[config.mk]
export PLATFORM = sky130hd
export DESIGN_NAME = legv8_multicycle_ctrl
export DESIGN_NICKNAME = d
export VERILOG_FILES = /design/src/rtl/legv8_multicycle_ctrl.sv
export SDC_FILE = /design/constraint.sdc
export NUM_CORES = 1
export LEC_CHECK = 0
export ABC_CLOCK_PERIOD_IN_PS = 3400
export CORE_UTILIZATION = 50
export DETAILED_ROUTE_END_ITERATION = 6
export PLACE_DENSITY = 0.95
export SLEW_MARGIN = 15
export SYNTH_ARGS = -nofsm -noshare
export SYNTH_HDL_FRONTEND = slang
export SYNTH_SLANG_ARGS = --single-unit
[constraint.sdc]
create_clock -name clk -period 3.4 [get_ports clk]
set_clock_uncertainty 0.2 [all_clocks]
set_input_delay 0.68 -clock clk [delete_from_list [all_inputs] [get_ports clk]]
set_output_delay 0.68 -clock clk [all_outputs]
set_load 0.02 [all_outputs]
[src/rtl/legv8_multicycle_ctrl.sv]
// Multi-cycle control FSM for the LEGv8 datapath: sequences fetch/decode/execute/memory/write-back.
// Optional feature macro: LEGV8_CTRL_PERF_EN adds cycle_cnt/retired_cnt performance counters.
module legv8_multicycle_ctrl #(
    parameter int TIMEOUT_CYCLES = 256
`ifdef LEGV8_CTRL_PERF_EN
    , parameter int PERF_W = 32
`endif
) (
    input  logic        clk,
    input  logic        reset,
    input  logic [10:0] opcode,
    input  logic        zero,
    input  logic        mem_ready,
    output logic        mem_req,
    output logic        mem_we,
    output logic        iord,
    output logic        ir_write,
    output logic        pc_write,
    output logic        pc_src,
    output logic        reg_write,
    output logic        mem_to_reg,
    output logic        reg_to_loc,
    output logic        alu_src,
    output logic [1:0]  alu_op,
    output logic        instr_done,
    output logic        trap,
    output logic        trap_cause
`ifdef LEGV8_CTRL_PERF_EN
    ,
    output logic [PERF_W-1:0] cycle_cnt,
    output logic [PERF_W-1:0] retired_cnt
`endif
);

    localparam logic [3:0] S_IDLE     = 4'd0;
    localparam logic [3:0] S_FETCH    = 4'd1;
    localparam logic [3:0] S_DECODE   = 4'd2;
    localparam logic [3:0] S_EXEC_R   = 4'd3;
    localparam logic [3:0] S_WB_R     = 4'd4;
    localparam logic [3:0] S_ADDR     = 4'd5;
    localparam logic [3:0] S_MEM_RD   = 4'd6;
    localparam logic [3:0] S_WB_MEM   = 4'd7;
    localparam logic [3:0] S_MEM_WR   = 4'd8;
    localparam logic [3:0] S_EXEC_CBZ = 4'd9;
    localparam logic [3:0] S_EXEC_B   = 4'd10;
    localparam logic [3:0] S_TRAP     = 4'd11;

    localparam int         CNT_W    = $clog2(TIMEOUT_CYCLES + 1);
    localparam logic [CNT_W-1:0] TMO_LAST = CNT_W'(TIMEOUT_CYCLES - 1);

    logic [3:0]       state_reg, state_next;
    logic             cause_reg, cause_next;
    logic [CNT_W-1:0] tmo_cnt_reg, tmo_cnt_next;
    logic             mem_wait;
    logic             tmo_hit;

    // Counter only runs while an access is stalled, so every mem state is entered with it at zero.
    assign mem_wait     = mem_req & ~mem_ready;
    assign tmo_hit      = mem_wait && (tmo_cnt_reg == TMO_LAST);
    assign tmo_cnt_next = mem_wait ? tmo_cnt_reg + 1'b1 : '0;

    always_comb begin
        state_next = state_reg;
        cause_next = cause_reg;
        case (state_reg)
            S_IDLE:   state_next = S_FETCH;
            S_FETCH: begin
                if (mem_ready) begin
                    state_next = S_DECODE;
                end else if (tmo_hit) begin
                    state_next = S_TRAP;
                    cause_next = 1'b1;
                end
            end
            S_DECODE: begin
                casez (opcode)
                    11'b10001011000,
                    11'b11001011000,
                    11'b10001010000,
                    11'b10101010000: state_next = S_EXEC_R;
                    11'b11111000010,
                    11'b11111000000: state_next = S_ADDR;
                    11'b10110100???: state_next = S_EXEC_CBZ;
                    11'b000101?????: state_next = S_EXEC_B;
                    default: begin
                        state_next = S_TRAP;
                        cause_next = 1'b0;
                    end
                endcase
            end
            S_EXEC_R: state_next = S_WB_R;
            S_WB_R:   state_next = S_FETCH;
            // Only LDUR and STUR reach here; opcode bit 1 separates them.
            S_ADDR:   state_next = opcode[1] ? S_MEM_RD : S_MEM_WR;
            S_MEM_RD: begin
                if (mem_ready) begin
                    state_next = S_WB_MEM;
                end else if (tmo_hit) begin
                    state_next = S_TRAP;
                    cause_next = 1'b1;
                end
            end
            S_WB_MEM: state_next = S_FETCH;
            S_MEM_WR: begin
                if (mem_ready) begin
                    state_next = S_FETCH;
                end else if (tmo_hit) begin
                    state_next = S_TRAP;
                    cause_next = 1'b1;
                end
            end
            S_EXEC_CBZ: state_next = S_FETCH;
            S_EXEC_B:   state_next = S_FETCH;
            S_TRAP:     state_next = S_TRAP;
            default:    state_next = S_IDLE;
        endcase
    end

    always_ff @(posedge clk) begin
        if (reset) begin
            state_reg   <= S_IDLE;
            cause_reg   <= 1'b0;
            tmo_cnt_reg <= '0;
        end else begin
            state_reg   <= state_next;
            cause_reg   <= cause_next;
            tmo_cnt_reg <= tmo_cnt_next;
        end
    end

    // Moore decode; the mem_ready-qualified strobes are masked by reset so a completing access is not reported.
    always_comb begin
        mem_req    = 1'b0;
        mem_we     = 1'b0;
        iord       = 1'b0;
        ir_write   = 1'b0;
        pc_write   = 1'b0;
        pc_src     = 1'b0;
        reg_write  = 1'b0;
        mem_to_reg = 1'b0;
        reg_to_loc = 1'b0;
        alu_src    = 1'b0;
        alu_op     = 2'b00;
        instr_done = 1'b0;
        case (state_reg)
            S_FETCH: begin
                mem_req  = 1'b1;
                ir_write = mem_ready & ~reset;
                pc_write = mem_ready & ~reset;
            end
            S_EXEC_R: alu_op = 2'b10;
            S_WB_R: begin
                alu_op     = 2'b10;
                reg_write  = 1'b1;
                instr_done = ~reset;
            end
            S_ADDR: begin
                alu_src    = 1'b1;
                reg_to_loc = 1'b1;
            end
            S_MEM_RD: begin
                mem_req    = 1'b1;
                iord       = 1'b1;
                alu_src    = 1'b1;
                reg_to_loc = 1'b1;
            end
            S_WB_MEM: begin
                reg_write  = 1'b1;
                mem_to_reg = 1'b1;
                instr_done = ~reset;
            end
            S_MEM_WR: begin
                mem_req    = 1'b1;
                mem_we     = 1'b1;
                iord       = 1'b1;
                alu_src    = 1'b1;
                reg_to_loc = 1'b1;
                instr_done = mem_ready & ~reset;
            end
            S_EXEC_CBZ: begin
                alu_op     = 2'b01;
                reg_to_loc = 1'b1;
                pc_write   = zero & ~reset;
                pc_src     = zero;
                instr_done = ~reset;
            end
            S_EXEC_B: begin
                pc_write   = ~reset;
                pc_src     = 1'b1;
                instr_done = ~reset;
            end
            default: ;
        endcase
    end

    assign trap       = (state_reg == S_TRAP);
    assign trap_cause = cause_reg;

`ifdef LEGV8_CTRL_PERF_EN
    logic [PERF_W-1:0] cycle_cnt_reg;
    logic [PERF_W-1:0] retired_cnt_reg;

    always_ff @(posedge clk) begin
        if (reset) begin
            cycle_cnt_reg   <= '0;
            retired_cnt_reg <= '0;
        end else begin
            if (state_reg != S_TRAP) begin
                cycle_cnt_reg <= cycle_cnt_reg + 1'b1;
            end
            if (instr_done) begin
                retired_cnt_reg <= retired_cnt_reg + 1'b1;
            end
        end
    end

    assign cycle_cnt   = cycle_cnt_reg;
    assign retired_cnt = retired_cnt_reg;
`endif

endmodule

* Word level (Yosys, flattened, before mapping)
Cells that the tools add are included.
** Storage, ports and cells
- Register bits after elaboration :: 14
- Input port bits :: 15
- Output and inout bits :: 15
- Word-level logic and storage cells :: 72
** Cells by class
- Add/sub/neg operators :: 1
- Equality and inequality tests :: 23
- Mux-type cells :: 23
- Bitwise gates (word level) :: 6
- Reduce and logical (&&, ||, !) cells :: 16
** Operators with widths (number)
- $eq 11x11->1 const B :: 6
- $pmux 4 s8 :: 1
- $mux 4 :: 5
- $eq 4x3->1 const B :: 4
- $eq 4x4->1 const B :: 4
- $pmux 4 s4 :: 1
- $reduce_or 4->1 :: 3
- $mux 1 :: 11
- $reduce_or 2->1 :: 5
- $add 9x1->9 const B :: 1
- $eq 9x8->1 const B :: 1
- $eq 4x2->1 const B :: 2
- $eq 8x8->1 const B :: 1
- $reduce_or 8->1 :: 1
- $eq 6x3->1 const B :: 1
- $pmux 1 s2 :: 3
- $reduce_or 3->1 :: 2
- $reduce_or 5->1 :: 1
- $eq 4x1->1 const B :: 1
- $logic_not 4->1 :: 1
- $ne 2x2->1 const B :: 2
- $pmux 2 s2 :: 1
- $reduce_and 4->1 :: 1
- $and 1x1->1 :: 3
- other kinds (5) :: 7

* Depth between registers and ports, before layout
Gate-level depths: netlist of the first run.
- Depth after elaboration :: 8
- Gate-level depth with buffers :: 9
- Mapped depth without buffers :: 9

* Least setup slack after synthesis of the first run
No wires, ideal clock.
- Path kind :: register -> output
- From :: register state_reg[2]
- To :: output instr_done
- Arrival time :: 1.507 ns
- Data required time :: 2.520 ns
- Path slack :: 1.013 ns
- Stages on the path, launching flop included :: 5
- Buffers on the path :: 1
- Path through :: dfxtp_1 -> buf_2 -> inv_2 -> nor3_1 -> o21ba_1
** Between the ends
- Cells in the longest elaborated chain, start to end :: 3
- Elaborated cells between the ends (all ways) :: 7
- Those cells by class :: eq/ne: 5; mux: 1; reduce/logical: 1
** Ends and longest elaborated chain
- start: declaration :: RTL line 51 : logic [3:0] state_reg, state_next;
- start signal: assignment :: RTL line 125 : state_reg <= state_next;
- $eq 4x4->1 or $eq 4x3->1 (tied branches) :: RTL line 145 : case (state_reg)
- $reduce_or 4->1 (no line)
- $pmux 1 s2 (*) :: RTL line 145
- end: declaration :: RTL line 25 : output logic instr_done,
Every way passes the cells marked *; elsewhere a longest branch is shown, timed or not.

* Worst setup path in the final report of the first run
- From :: register state_reg[1]
- To :: output pc_write
** Between the ends
- Cells in the longest elaborated chain, start to end :: 2
- Elaborated cells between the ends (all ways) :: 4
- Those cells by class :: eq/ne: 3; mux: 1
** Ends and longest elaborated chain
- $eq 4x4->1 or $eq 4x1->1 (tied branches) :: RTL line 145
- $pmux 1 s3 (*) :: RTL line 145
- end: declaration :: RTL line 18 : output logic pc_write,
Marked as above.

==> flow_metrics.tcl, run 1 <==
set metrics [dict create \
    worst_ep_arrival_time_ns 2.40 \
    dp.cells 178 \
    die_area_um2 2174 \
    worstReg2RegStart "tmo_cnt_reg[0]$_SDFF_PP0_" \
    synth_common_cells "nor2_1 (20), dfxtp_1 (14), a21oi_1 (8), nand2_1 (8)" \
    reg2regPathDepth 9 \
    synth.avg_cell_area_um2 7.781 \
    final_nets 175 \
    synth-compound-area-share 0.2060 \
    relSlewSlack 0.6278 \
    io_pins 30 \
    maxCapViolCount 0 \
    async_flop_share 0 \
    yosysMostFrequentCell "nor2_1" \
    cts_num_sinks 14 \
    fin_tns_setup_ns 0 \
    comb_power_share 0.431 \
    finalSetupViolations 0 \
    path_clk_slew_ns 0.09 \
    power_density_nw_per_um2 424.8 \
    synthTopCellsByArea "dfxtp_1 (28%), nor2_1 (7.5%), a21oi_1 (4.0%)" \
    clockBufferDepth 2 \
    post-cts-setup-buffer-count 0 \
    synth_edf_count 0 \
    peakVddDrop_uv 249.6 \
    drc 0 \
    design_area_um2 1331 \
    cp_max_fo 17 \
    place_congestion 0.8515 \
    synth_nets 145 \
    cts_tree "built" \
    hold_viol 0 \
    die_y_um 46.63 \
    clkLatencyLatePin_ns 0.28 \
    route.vias.total 1144 \
    synthFlopType "dfxtp_1" \
    power_switching_share 0.3807 \
    place_hpwl_um 1971 \
    clkPwrFrac 0.212 \
    synthXorXnorAreaFrac 0.05276 \
    synth_area_um2 996.0 \
    grt_pass1_vias 1065 \
    status "completed" \
    rsz0062_at_grt "false" \
    r2r-end "state_reg[3]$_SDFF_PP0_" \
    htree_num_levels 1 \
    holdWs_ns 0.2709 \
    yosysTopAreaCell "dfxtp_1" \
    n_antenna_cell 0 \
    hold_start "tmo_cnt_reg[0]$_SDFF_PP0_" \
    io_buffers 29 \
    synthSimpleGateAreaFrac 0.3869 \
    p_leak_nw 0.4815 \
    cp-start-kind "flip-flop" \
    initial_core_util 0.5528 \
    worst_slew_pin_slew_ns 0.5575 \
    netlist.area_leader.share 0.2814 \
    post_drt_wl_per_cell_um 15.75 \
    fin_cells 182 \
    p_seq_frac 0.357 \
    yosys.area_share.adder 0.02513 \
    p_int_mw 0.3503 \
    yosysUniqueCellTypes 45 \
    grt_max_degree 18 \
    power.switching_mw 0.2153 \
    grt_pass1_wl_um 4650 \
    core_area_um2 1802 \
    drv_slew 0 \
    crit_type "reg -> out" \
    grt_overflow_total 0 \
    fin_util 0.7389 \
    syn_inst 128 \
    cts_hold_buf 0 \
    critical_path_required_ns 2.52 \
    max_freq_mhz 304.5 \
    synth-seq-cells 14 \
    drive_gt1_frac 0.05096 \
    hold_path.class "reg -> reg" \
    endpoint_kind "output port" \
    cts-root-buf "clkbuf_4" \
    via_per_inst 6.286 \
    hold-path-endpoint "tmo_cnt_reg[0]$_SDFF_PP0_" \
    place_area_um2 1295 \
    fp.dieW_um 46.63 \
    synthMuxAreaShare 0.01005 \
    ys_seq_area_frac 0.2814 \
    cts-buffers-inserted 3 \
    dr.pass1.iters 6 \
    antenna_left 0 \
    r2r_setup_slack_ns 0.99 \
    wl_um 2867 \
    synth_top_family_by_area "simple AND/OR/NAND/NOR gates" \
    rows 15 \
    worstHoldPathCells 1 \
    yosysWarningCount 0 \
    drt_iter0_drc 57 \
    period_needed_ns 3.284 \
    min_period_over_period 0.9660 \
    antenna_found_initial 0 \
    largest_reg_flops 9 \
    areaGrowthSynthToFinish_pct 33.67 \
    cts-resized-gates 0 \
    grt_use_total 0.2986 \
]
==> routing by layer <==
layer	wire length [um]	track usage
met3	225	0.03922
met2	1409	0.5139
met1	1126	0.3632
met5	0	0
met4	106	0.1371
==> power groups by stage <==
stage	Sequential [mW]	Clock (mW)	Combinational, mW
final	0.202	0.120	0.244
after global routing	0.204	0.127	0.259
after CTS	0.201	0.117	0.240
after detailed placement	0.204	0	0.234
after global placement	0.202	0	0.228
after floorplan	0.188	0	0.161
==> worst max-delay path by stage <==
stage | cells after the start | end | startpoint
finish | 5 | pc_write | state_reg[1]$_SDFF_PP0_
global route | 5 | pc_write | state_reg[1]$_SDFF_PP0_
CTS | 4 | ir_write | mem_ready
detailed placement | 5 | instr_done | mem_ready
global placement | 5 | instr_done | mem_ready
floorplan | 4 | instr_done | state_reg[2]$_SDFF_PP0_
==> through the flow <==
step / power [mW] / setup slack [ns]
detailed placement: 0.4376 / 0.2197
global route: 0.5902 / 0.01032
CTS: 0.5572 / 0.1481
floorplan: 0.3490 / 1.013
finish: 0.5656 / 0.1156
global placement: 0.4305 / 0.2768
==> logic make-up (layout without fill, tap and decap cells) <==
kind of cell | Yosys count | count (layout)
fa+ha+maj | 2 | 2
simple gates | 68 | 68
mux | 1 | 1
buf+inv | 7 | 36
flops | 14 | 14
xor+xnor | 6 | 6
compound gates | 30 | 30
==> area by class of cell <==
| type | instances | area [um^2] |
|---|---|---|
| well taps | 25 | 31.28 |
| inverters | 2 | 7.507 |
| multi-input cells | 107 | 678.2 |
| clock buffers | 4 | 36.28 |
| fillers | 150 | 470.5 |
| repair buffers | 30 | 297.8 |
| flip-flops and latches | 14 | 280.3 |
==> placed cells by master, fill, tap and decap left out, types with 2 or more instances in the layout <==
| cell type | n |
|---|---|
| nor2b_1 | 6 |
| nand4_1 | 2 |
| xor2_1 | 4 |
| o31ai_1 | 2 |
| and3_1 | 3 |
| and2_1 | 2 |
| a31oi_1 | 2 |
| nor4b_2 | 2 |
| nor3_1 | 6 |
| a211o_1 | 2 |
| a21o_1 | 3 |
| nand3_1 | 4 |
| nor3b_1 | 2 |
| nor4bb_1 | 2 |
| xnor2_1 | 2 |
| nand2_1 | 8 |
| clkbuf_4 | 3 |
| nand2b_1 | 3 |
| dfxtp_1 | 14 |
| nor2_1 | 20 |
| ha_1 | 2 |
| a21oi_1 | 8 |
| a211oi_1 | 2 |
| o21ai_0 | 3 |
| clkdlybuf4s50_1 | 29 |
==> worst max-delay path, cell delays in order (launching register included) <==
cell	delay, ns
dfxtp_1	0.68
nor2b_1	0.34
a21o_1	0.14
nand2_1	0.06
a211oi_1	0.26
clkdlybuf4s50_1	0.64
(Power assumes the default switching activity.)
==> inputs of run 2 (changes only) <==
--- a/config.mk
+++ b/config.mk
@@ -6,9 +6,9 @@
 export NUM_CORES = 1
 export LEC_CHECK = 0
 export ABC_CLOCK_PERIOD_IN_PS = 3400
-export CORE_UTILIZATION = 50
+export CORE_UTILIZATION = 40
 export DETAILED_ROUTE_END_ITERATION = 6
-export PLACE_DENSITY = 0.95
+export PLACE_DENSITY = 0.8
 export SLEW_MARGIN = 15
 export SYNTH_ARGS = -nofsm -noshare
 export SYNTH_HDL_FRONTEND = slang
==> flow_metrics.tcl, run 2 (synthesized netlist as in run 1, its figures left out) <==
set metrics [dict create \
    status "completed" \
    hold_start "tmo_cnt_reg[0]$_SDFF_PP0_" \
    worstHoldPathCells 1 \
    crit_type "reg -> out" \
    cts-buffers-inserted 3 \
    drive_gt1_frac 0.06369 \
    initial_core_util 0.4376 \
    via_per_inst 5.751 \
    htree_num_levels 1 \
    max_freq_mhz 312.2 \
    fp.dieW_um 51.90 \
    place_congestion 0.8576 \
    die_y_um 51.90 \
    period_needed_ns 3.203 \
    drt_iter0_drc 34 \
    timing.critical_path.buf_inv 1 \
    largest_reg_flops 9 \
    nFillCells 209 \
    fin_tns_setup_ns 0 \
    rows 17 \
    clockBufferDepth 2 \
    r2r_setup_slack_ns 0.95 \
    cts_num_sinks 14 \
    place_area_um2 1299 \
    grt_pass1_vias 1021 \
    grt_overflow_total 0 \
    antenna_left 0 \
    power_density_nw_per_um2 415.0 \
    reg2regPathDepth 9 \
    route.vias.total 1064 \
    hold_path.class "reg -> reg" \
    antenna_found_initial 0 \
    clkLatencyLatePin_ns 0.28 \
    peakVddDrop_uv 186.1 \
    seq_area_um2 282.8 \
    critPathMaxStageDelay_ns 0.69 \
    grt_use_total 0.2099 \
    drc 0 \
    final_cell_mix "clkdlybuf4s50_1 (29), nor2_1 (20), dfxtp_1 (12)" \
    critical_path_required_ns 2.52 \
    worst_slew_pin_slew_ns 0.5631 \
    drv_slew 0 \
    finalSetupViolations 0 \
    mostFrequentLayoutCell "clkdlybuf4s50_1" \
    cts_tree "built" \
    cts-root-buf "clkbuf_4" \
    p_leak_nw 0.4819 \
    hold-path-endpoint "tmo_cnt_reg[0]$_SDFF_PP0_" \
    critical_path.slowest_cell "dfxtp_1" \
    critPathTopFamily "flip-flops" \
    grt_max_degree 18 \
    post-cts-setup-buffer-count 0 \
    core_area_um2 2276 \
    path_clk_slew_ns 0.08 \
    final_nets 175 \
    dr.pass1.iters 4 \
    rsz0062_at_grt "false" \
    place_hpwl_um 1965 \
    maxCapViolCount 0 \
    hold_viol 0 \
    worst_ep_arrival_time_ns 2.32 \
    design_area_um2 1338 \
    io_buffers 29 \
    areaGrowthSynthToFinish_pct 34.30 \
    die_area_um2 2694 \
    io_pins 30 \
    post_drt_wl_per_cell_um 13.85 \
    worstReg2RegStart "tmo_cnt_reg[0]$_SDFF_PP0_" \
    wl_um 2563 \
    path_cells "nor4b_2, a221o_1, clkdlybuf4s50_1" \
    grt_pass1_wl_um 4243 \
    min_period_over_period 0.9422 \
    endpoint_kind "output port" \
    r2r-end "state_reg[3]$_SDFF_PP0_" \
    n_antenna_cell 0 \
    cp-start-kind "flip-flop" \
    cp_max_fo 17 \
    multi_input_area_um2 678.2 \
    relSlewSlack 0.6241 \
]
## run 2: changes by cell type in the layout (fill, tap and decap cells not counted)
cell | before | now
dfxtp_1 | 14 | 12
dfxtp_2 | 0 | 2
## run 2: per-layer routing
layer / wire length (um) / track usage / vias to the layer above
met5: 0 / 0 / -
met4: 23 / 0.1126 / 0
met3: 142 / 0.02339 / 3
met2: 1282 / 0.3675 / 49
met1: 1114 / 0.2464 / 486
li1: - / - / 526
## run 2: worst max path at each step
stage	start	to	slack, ns	depth (start not counted)
floorplan	state_reg[2]$_SDFF_PP0_	instr_done	1.01	4
global placement	zero	pc_write	0.36	5
detailed placement	zero	pc_write	0.33	5
CTS	state_reg[0]$_SDFF_PP0_	pc_write	0.1	5
global route	state_reg[0]$_SDFF_PP0_	pc_write	0.08	5
finish	state_reg[3]$_SDFF_PP0_	mem_req	0.20	3
## run 2: power breakdown
group / internal (mW) / switching (mW)
combinational: 0.107 / 0.113
clock: 0.0652 / 0.0555
sequential: 0.176 / 0.0380
total: 0.348 / 0.207
## run 2: cell type report
| type | count | area share |
|---|---|---|
| sequential | 14 | 0.2114 |
| multi-input combinational | 107 | 0.5070 |
| inverter | 2 | 0.005613 |
| tap | 28 | 0.02619 |
| clock buffer | 4 | 0.02713 |
| timing repair buffer | 30 | 0.2226 |
## run 2: worst reg2reg max path, cell delays in order (launching register included)
cell and delay, ns:
dfxtp_1 0.38, ha_1 0.20, nand3_1 0.12, nor2_1 0.19
and3_1 0.18, ha_1 0.19, nor2b_1 0.38, a31oi_1 0.17
a22o_1 0.26, a21oi_1 0.12
## run 2: through the flow
| step | util | setup slack [ns] | instances | total power [mW] | hold WS, ns |
|---|---|---|---|---|---|
| after floorplan | - | 1.013 | 128 | 0.3490 | 0.2258 |
| after global placement | 0.5706 | 0.3560 | 181 | 0.4271 | 0.2420 |
| after detailed placement | 0.5706 | 0.3272 | 181 | 0.4326 | 0.2522 |
| after CTS | 0.5866 | 0.09841 | 185 | 0.5520 | 0.2718 |
| after global routing | 0.5877 | 0.08122 | 185 | 0.5840 | 0.2959 |
| final | 0.5877 | 0.1966 | 185 | 0.5550 | 0.2675 |
## run 2: timing repair
| item | 4_1_cts | 5_1_grt |
|---|---|---|
| endpoints found under the setup margin | 0 | 1 |
| hold buffers | 0 | 0 |
| gates resized for setup | 0 | 2 |
==> inputs of run 3 (changes only) <==
--- a/config.mk
+++ b/config.mk
@@ -5,6 +5,7 @@
 export SDC_FILE = /design/constraint.sdc
 export NUM_CORES = 1
 export LEC_CHECK = 0
+export ABC_AREA = 1
 export ABC_CLOCK_PERIOD_IN_PS = 3400
 export CORE_UTILIZATION = 40
 export DETAILED_ROUTE_END_ITERATION = 6
==> flow_metrics.tcl, run 3 <==
set metrics [dict create \
    clockBufferDepth 2 \
    cts_num_sinks 14 \
    multi_input_area_um2 590.6 \
    cts-root-buf "clkbuf_4" \
    synth_area_um2 1013 \
    clkLatencyLatePin_ns 0.27 \
    drc 0 \
    hold_path.class "reg -> reg" \
    endpoint_kind "output port" \
    hold_start "tmo_cnt_reg[0]$_SDFF_PP0_" \
    wl_um 2205 \
    synth_common_cells "nand2_1 (50), inv_1 (37), nor2_1 (29)" \
    nFillCells 225 \
    synth-seq-cells 14 \
    htree_num_levels 1 \
    netlist.area_leader.share 0.2765 \
    fin_tns_setup_ns 0 \
    final_nets 224 \
    yosysUniqueCellTypes 23 \
    grt_max_degree 10 \
    yosysMostFrequentCell "nand2_1" \
    rows 17 \
    place_area_um2 1346 \
    finalSetupViolations 0 \
    io_buffers 29 \
    cts-buffers-inserted 3 \
    synthTopCellsByArea "dfxtp_1 (28%), nand2_1 (19%), inv_1 (14%)" \
    grt_pass1_wl_um 3933 \
    ys_seq_area_frac 0.2765 \
    grt_pass1_vias 992 \
    place_hpwl_um 1938 \
    drv_slew 0 \
    die_area_um2 2739 \
    hold_viol 0 \
    mostFrequentLayoutCell "nand2_1" \
    yosysWarningCount 0 \
    peakVddDrop_uv 285.1 \
    maxCapViolCount 0 \
    post-cts-setup-buffer-count 0 \
    crit_path_frequent_cell "clkdlybuf4s50_1" \
    relSlewSlack 0.7862 \
    critPathTopFamily "buffers and inverters" \
    seq_area_um2 280.3 \
    drive_gt1_frac 0.07282 \
    rsz0062_at_grt "false" \
    async_flop_share 0 \
    cp_max_fo 3 \
    synth.avg_cell_area_um2 5.892 \
    drt_iter0_drc 32 \
    n_antenna_cell 0 \
    core_area_um2 2297 \
    cts-resized-gates 0 \
    critical_path.slowest_cell "clkdlybuf4s50_1" \
    p_leak_nw 0.6888 \
    largest_reg_flops 9 \
    place_congestion 0.9033 \
    die_y_um 52.34 \
    synth_nets 189 \
    worstReg2RegStart "tmo_cnt_reg[0]$_SDFF_PP0_" \
    crit_type "in -> out" \
    antenna_left 0 \
    path_cells "clkdlybuf4s50_1, inv_1, nor3_1, a21o_1, clkdlybuf4s50_1" \
    post_drt_wl_per_cell_um 9.423 \
    path_clk_slew_ns 0.08 \
    min_period_over_period 0.9158 \
    areaGrowthSynthToFinish_pct 36.42 \
    power_mw 0.4661 \
    via_per_inst 4.714 \
    startpoint "mem_ready" \
    timing.critical_path.buf_inv 3 \
    initial_core_util 0.4412 \
    r2r_setup_slack_ns 1.28 \
    synth_edf_count 0 \
    design_area_um2 1383 \
    power_density_nw_per_um2 337.2 \
    antenna_found_initial 0 \
    route.vias.total 1103 \
    max_freq_mhz 321.2 \
    io_pins 30 \
    critical_path_required_ns 2.52 \
    worst_ep_arrival_time_ns 2.23 \
    cp-start-kind "input pin" \
    syn_inst 172 \
    grt_use_total 0.1876 \
    cts_tree "built" \
    period_needed_ns 3.114 \
    final_cell_mix "nand2_1 (50), inv_1 (37), nor2_1 (29), clkdlybuf4s50_1 (29), dfxtp_1 (14)" \
    status "completed" \
    worst_slew_pin_slew_ns 0.3178 \
    fp.dieW_um 52.34 \
    synthFlopType "dfxtp_1" \
    critPathMaxStageDelay_ns 0.59 \
    cts_hold_buf 0 \
    yosysTopAreaCell "dfxtp_1" \
    dr.pass1.iters 4 \
    grt_overflow_total 0 \
]
-- run 3: area by class of cell --
cell class              instances  share of cell area
flip-flops and latches         14              0.2027
well taps                      28             0.02534
inverters                      38              0.1032
repair buffers                 30              0.2154
multi-input cells             120              0.4271
clock buffers                   4             0.02624
-- run 3: final timing paths --
path,endpoint,cells after the start
setup / recovery,pc_write,5
hold reg to reg,tmo_cnt_reg[0]$_SDFF_PP0_,1
hold / removal,tmo_cnt_reg[0]$_SDFF_PP0_,1
setup reg to reg,state_reg[2]$_SDFF_PP0_,13
-- run 3: layer usage --
metal,vias up,share of wire,GRT usage
li1,591,-,-
met1,491,0.45,0.2317
met2,21,0.51,0.3397
met3,0,0.038,0.04348
met4,0,0,0.01316
met5,-,0,0
-- run 3: power by group --
part	switching (mW)	internal (mW)	total (mW)
clock	0.0508	0.0651	0.116
combinational	0.0982	0.0711	0.169
sequential	0.00861	0.172	0.181
-- run 3: through the flow --
step	setup slack, ns	utilization	hold slack [ns]	cells
final	0.2864	0.6019	0.2536	234
after detailed placement	0.3014	0.5861	0.2455	230
after CTS	0.2923	0.6019	0.2601	234
after floorplan	0.9210	-	0.2176	172
after global routing	0.1895	0.6019	0.2784	234
after global placement	0.3722	0.5861	0.2260	230
-- run 3: cell families (layout without fill, tap and decap cells) --
family	Yosys count	count (layout)	synth area share
buffers and inverters	38	72	0.1407
DFF	14	14	0.2765
adders and majority gates	2	2	0.02469
xor gates and xnor gates	1	1	0.008644
AOI/OAI and AO/OA	12	12	0.06544
and+or+nand+nor	105	105	0.4839
